`src/rtl/rf_pkg.sv`:
```
// Shared definitions for the register-file writeback path.
// Contents:
//   RF_ADDR_W / RF_DATA_W : default register address and data widths
//   REG_ZERO              : hard-wired zero register index
//   WB_ALU/WB_LSU/WB_CSR  : requester slot indices on the writeback arbiter
package rf_pkg;

    localparam int RF_ADDR_W   = 5;
    localparam int RF_DATA_W   = 32;
    localparam int RF_NUM_REQ  = 3;

    localparam int REG_ZERO    = 0;

    localparam int WB_ALU      = 0;
    localparam int WB_LSU      = 1;
    localparam int WB_CSR      = 2;

endpackage

```
`src/rtl/regfile_wb_arbiter_rr_arbiter.sv`:
```
// rr_arbiter: combinational round-robin arbiter with a registered priority
// pointer. The search starts at the pointer and wraps modulo N; the first set
// request wins. The pointer moves to one past the winner only on accept.
// Ports:
//   clk, reset : clock, asynchronous active-high reset (pointer -> 0)
//   req        : request vector, one bit per requester
//   accept     : the current grant is being consumed this cycle
//   grant      : one-hot grant (all zero when no request)
module rr_arbiter #(
    parameter int N = 3,
    localparam int PTR_W = (N > 1) ? $clog2(N) : 1
) (
    input  logic         clk,
    input  logic         reset,
    input  logic [N-1:0] req,
    input  logic         accept,
    output logic [N-1:0] grant
);

    logic [PTR_W-1:0] ptr;
    logic [PTR_W-1:0] grant_idx;
    logic [PTR_W-1:0] pos;
    logic [PTR_W:0]   sum;
    logic             any_grant;

    // Walk the N candidates starting at ptr; one extra bit on sum keeps the
    // wrap subtraction exact for non-power-of-two N.
    always_comb begin
        grant     = '0;
        grant_idx = '0;
        any_grant = 1'b0;
        sum       = '0;
        pos       = '0;
        for (int i = 0; i < N; i++) begin
            sum = {1'b0, ptr} + (PTR_W + 1)'(i);
            if (sum >= (PTR_W + 1)'(N)) begin
                sum = sum - (PTR_W + 1)'(N);
            end
            pos = sum[PTR_W-1:0];
            if (!any_grant && req[pos]) begin
                grant[pos] = 1'b1;
                grant_idx  = pos;
                any_grant  = 1'b1;
            end
        end
    end

    always_ff @(posedge clk or posedge reset) begin
        if (reset) begin
            ptr <= '0;
        end else if (accept && any_grant) begin
            ptr <= (grant_idx == PTR_W'(N - 1)) ? '0 : grant_idx + 1'b1;
        end
    end

endmodule

```
`src/rtl/regfile_wb_arbiter.sv`:
```
// regfile_wb_arbiter: shares the register file's single write port between
// NUM_REQ writeback requesters and tracks outstanding destinations.
// Handshake: a requester raises req_valid and holds valid/addr/data stable;
// req_ready is a combinational one-hot grant that may depend on req_valid;
// the transfer completes on the rising edge where both are high.
// Ports:
//   clk, reset                 : clock, asynchronous active-high reset
//   req_valid/req_addr/req_data: per-requester writeback (packed slices)
//   req_ready                  : one-hot grant
//   rf_reg_write/rf_write_addr/rf_write_data : registered write port
//   rsv_valid/rsv_addr/rsv_ready : destination reservation from issue
//   busy                       : per-register write-outstanding flags
module regfile_wb_arbiter
    import rf_pkg::*;
#(
    parameter int NUM_REQ = RF_NUM_REQ,
    parameter int ADDR_W  = RF_ADDR_W,
    parameter int DATA_W  = RF_DATA_W
) (
    input  logic                        clk,
    input  logic                        reset,
    input  logic [NUM_REQ-1:0]          req_valid,
    input  logic [NUM_REQ*ADDR_W-1:0]   req_addr,
    input  logic [NUM_REQ*DATA_W-1:0]   req_data,
    output logic [NUM_REQ-1:0]          req_ready,
    output logic                        rf_reg_write,
    output logic [ADDR_W-1:0]           rf_write_addr,
    output logic [DATA_W-1:0]           rf_write_data,
    input  logic                        rsv_valid,
    input  logic [ADDR_W-1:0]           rsv_addr,
    output logic                        rsv_ready,
    output logic [(1<<ADDR_W)-1:0]      busy
);

    localparam logic [ADDR_W-1:0] ZERO_ADDR = ADDR_W'(REG_ZERO);

    logic                    any_grant;
    logic [ADDR_W-1:0]       sel_addr;
    logic [DATA_W-1:0]       sel_data;
    logic                    rsv_set;
    logic [(1<<ADDR_W)-1:0]  busy_next;

    // Every grant is consumed the same cycle, so accept is just "a grant exists".
    rr_arbiter #(.N(NUM_REQ)) u_arb (
        .clk    (clk),
        .reset  (reset),
        .req    (req_valid),
        .accept (any_grant),
        .grant  (req_ready)
    );

    assign any_grant = |req_ready;

    always_comb begin
        sel_addr = '0;
        sel_data = '0;
        for (int i = 0; i < NUM_REQ; i++) begin
            if (req_ready[i]) begin
                sel_addr = req_addr[i*ADDR_W +: ADDR_W];
                sel_data = req_data[i*DATA_W +: DATA_W];
            end
        end
    end

    // Writes to the zero register are consumed but never reach the file;
    // addr/data still load on any grant and hold otherwise.
    always_ff @(posedge clk or posedge reset) begin
        if (reset) begin
            rf_reg_write  <= 1'b0;
            rf_write_addr <= '0;
            rf_write_data <= '0;
        end else begin
            rf_reg_write <= any_grant && (sel_addr != ZERO_ADDR);
            if (any_grant) begin
                rf_write_addr <= sel_addr;
                rf_write_data <= sel_data;
            end
        end
    end

    assign rsv_ready = (rsv_addr == ZERO_ADDR) || !busy[rsv_addr];
    assign rsv_set   = rsv_valid && rsv_ready && (rsv_addr != ZERO_ADDR);

    // Clear is applied first so a same-edge reservation of the register
    // being written wins: the new reservation supersedes the retiring write.
    always_comb begin
        busy_next = busy;
        if (rf_reg_write) begin
            busy_next[rf_write_addr] = 1'b0;
        end
        if (rsv_set) begin
            busy_next[rsv_addr] = 1'b1;
        end
        busy_next[REG_ZERO] = 1'b0;
    end

    always_ff @(posedge clk or posedge reset) begin
        if (reset) begin
            busy <= '0;
        end else begin
            busy <= busy_next;
        end
    end

endmodule

```
`config.mk`:
```
export PLATFORM = sky130hd
export DESIGN_NAME = regfile_wb_arbiter
export DESIGN_NICKNAME = d
export VERILOG_FILES = /design/src/rtl/rf_pkg.sv /design/src/rtl/regfile_wb_arbiter_rr_arbiter.sv /design/src/rtl/regfile_wb_arbiter.sv
export SDC_FILE = /design/constraint.sdc
export NUM_CORES = 1
export LEC_CHECK = 0
export BUFFER_PORTS_ARGS = -buffer_cell sky130_fd_sc_hd__buf_2
export CAP_MARGIN = 10
export CORE_ASPECT_RATIO = 0.75
export CORE_MARGIN = 3
export CORE_UTILIZATION = 35
export CTS_CLUSTER_DIAMETER = 60
export DETAILED_ROUTE_END_ITERATION = 10
export PLACE_DENSITY = 0.66
export SYNTH_ARGS = -nofsm -noshare
export SYNTH_HDL_FRONTEND = slang
export SYNTH_SLANG_ARGS = --single-unit
```
`constraint.sdc`:
```
create_clock -name clk -period 2.4 [get_ports clk]
set_clock_uncertainty 0.05 [all_clocks]
set_input_delay 0.48 -clock clk [delete_from_list [all_inputs] [get_ports clk]]
set_output_delay 0.48 -clock clk [all_outputs]
set_load 0.05 [all_outputs]
```
==> flow_summary.json <==
{
  "synth_top_family_by_area": "compound AO/OA/AOI/OAI gates",
  "dr_total_vias": 4169,
  "boundaryPins": 196,
  "hold_violations": 0,
  "diodes": 0,
  "rsz0062_at_grt": "yes",
  "min_period_ns": 2.60,
  "dieArea_um2": 12500,
  "grt_max_degree": 42,
  "start_util": 0.370,
  "place_hpwl_um": 10600,
  "io_buffer_count": 194,
  "clk_pin_slew_ns": 0.06,
  "grt_remaining_overflow": 0,
  "std_cell_rows": 32,
  "finalWorstSetupSlack_ns": -0.199,
  "ys_ff_latch": 71,
  "drc_errors": 0,
  "synth_top_cells_by_count": "dfrtp_1, a22oi_1, o21ai_1",
  "hold_slack_ns": 0.181,
  "critPathMaxFanout": 7,
  "cts_inserted_buffers": 9,
  "synth.most_common_cell": "dfrtp_1",
  "synth_mux_area_frac": 0.0507,
  "synth_top_area_cell": "dfrtp_1",
  "crit_type": "register to primary output",
  "stdcell_area_um2": 5850,
  "post-route-util": 0.551,
  "cts_root_buf": "clkbuf_16",
  "violations": "negative setup slack",
  "synth_area_um2": 3920,
  "drt-initial-drc-count": 263,
  "via_per_inst": 5.52,
  "clk_latency_ns": 0.33,
  "yosysTopAreaCellShare": 0.453,
  "synth_edf_count": 0,
  "clock_sinks": 71,
  "synth_ff_type": "dfrtp_1",
  "grtUsageTotal": 0.220,
  "synth_area_leaders": "dfrtp_1, a22oi_1, o21ai_1",
  "nNetsFinal": 740,
  "cts_buffer_depth": 2,
  "h-tree-depth": 3,
  "ys_async_sr_fraction": 1.00,
  "setup_viol": 44,
  "wl_um": 13700,
  "antenna_left": 0,
  "cp-start-kind": "register",
  "wl_per_cell_um": 18.2,
  "place_congestion": 0.931,
  "antenna_found_initial": 0,
  "final-instance-count-excl-fill": 755,
  "drv_slew": 0,
  "area_growth_pct": 49.2,
  "postCtsHoldBufs": 0,
  "cap_violations": 0,
  "finalCritPeriodShare": 1.08,
  "slew_headroom": 0.568,
  "synthAdderAreaFrac": 0.0128,
  "syn_inst": 388,
  "synth_warnings": 0,
  "max_freq_mhz": 385,
  "worst_ep_required_time_ns": 1.87,
  "synth_xor_area_frac": 0,
  "endpoint_kind": "primary output",
  "synth-simple-area-share": 0.115,
  "synth_nets": 514,
  "fp.dieH_um": 97.7,
  "status": "complete, but fails checks",
  "critPathArrivalTime_ns": 2.07,
  "synth-seq-area-share": 0.453,
  "grt_pass1_vias": 4212,
  "synth.distinct_cells": 48,
  "hold_class": "primary input to asynchronous set/reset pin",
  "drive_gt1_frac": 0.499,
  "die_w_um": 128,
  "coreArea_um2": 10600,
  "cts_tree": "done",
  "first_pass_iters": 5,
  "place_area_um2": 5330,
  "synth_compound_area_frac": 0.318,
  "tightest_slew_ns": 0.647,
  "grt_pass1_wl_um": 22300,
  "synth_area_per_cell_um2": 10.1,
  "dp.cells": 726
}
-- cell usage in the layout (no fill, tap or decap), drive strengths merged, types with 4 or more instances in the layout --
master / netlist / final
nor2b: 7 / 7
buf: 17 / 243
nand3: 9 / 9
nand3b: 10 / 10
nand2b: 4 / 4
nand2: 11 / 11
o21ai: 101 / 101
clkinv: 0 / 4
a21o: 5 / 5
dfrtp: 71 / 71
nor2: 11 / 11
a31oi: 4 / 4
clkbuf: 12 / 10
inv: 6 / 6
a22oi: 65 / 65
a21oi: 8 / 8
mux4: 7 / 7
a22o: 4 / 4
ha: 4 / 4
-- cells by family after synthesis --
family                     Yosys count
muxes                               11
other                                1
buffers and inverters               35
and+or+nand+nor                     69
AOI/OAI and AO/OA                  197
adders and majority gates            4
DFF                                 71
-- worst paths after layout --
path                                   start                 to  slack, ns  cells after the start
setup / recovery                u_arb.ptr[1]       req_ready[0]      -0.20                      6
hold / removal                         reset           busy[19]       0.18                      2
setup reg to reg                u_arb.ptr[0]       rf_reg_write      -0.14                     11
hold reg to reg            rf_write_data[18]  rf_write_data[18]       0.45                      2
max in group asynchronous              reset           busy[21]       1.51                      3
min in group clk                req_data[71]   rf_write_data[7]       0.34                      3
-- state kept, by name (all words and copies together), names as in the netlist --
name and count:
rf_reg_write 1, rf_write_data 32, busy 31, rf_write_addr 5, u_arb.ptr 2
-- critical path, cell delays in order (launching register included) --
cell     delay, ns
dfrtp_1       0.43
inv_2         0.10
ha_4          0.20
mux2i_4       0.28
nand4_1       0.19
a32oi_4       0.33
buf_6         0.20
-- per-layer routing --
layer / share of wire / vias to the layer above / global-route usage
met5: 0 / - / 0
met4: 0.015 / 0 / 0.0718
met3: 0.068 / 19 / 0.0489
met2: 0.48 / 173 / 0.335
met1: 0.44 / 2029 / 0.310
li1: - / 1948 / -
-- what timing repair did --
| item | 4_1_cts | 5_1_grt |
|---|---|---|
| buffers inserted | 12 | 1 |
| pin swaps | 7 | 1 |
| hold endpoints to repair | 0 | 0 |
| resized for setup | 29 | 3 |
| setup endpoints to repair | 40 | 44 |
-- layout make-up --
| class | instances | area (um2) |
|---|---|---|
| clock buffers | 9 | 225 |
| clock inverters | 7 | 50.0 |
| fillers | 923 | 4760 |
| inverters | 6 | 30.0 |
| multi-input cells | 282 | 2110 |
| flip-flops and latches | 71 | 1780 |
| well taps | 136 | 170 |
| repair buffers | 244 | 1490 |
-- stage by stage --
step | setup WS (ns) | setup TNS, ns
after floorplan | -0.104 | -3.27
after global placement | -0.107 | -0.863
after detailed placement | -0.131 | -4.03
after CTS | -0.208 | -3.16
after global routing | -0.302 | -10.16
final | -0.199 | -3.40
Power is left out: the tool's default activity adds up to more than one toggle a clock period on the data nets, which glitch-free logic cannot reach.
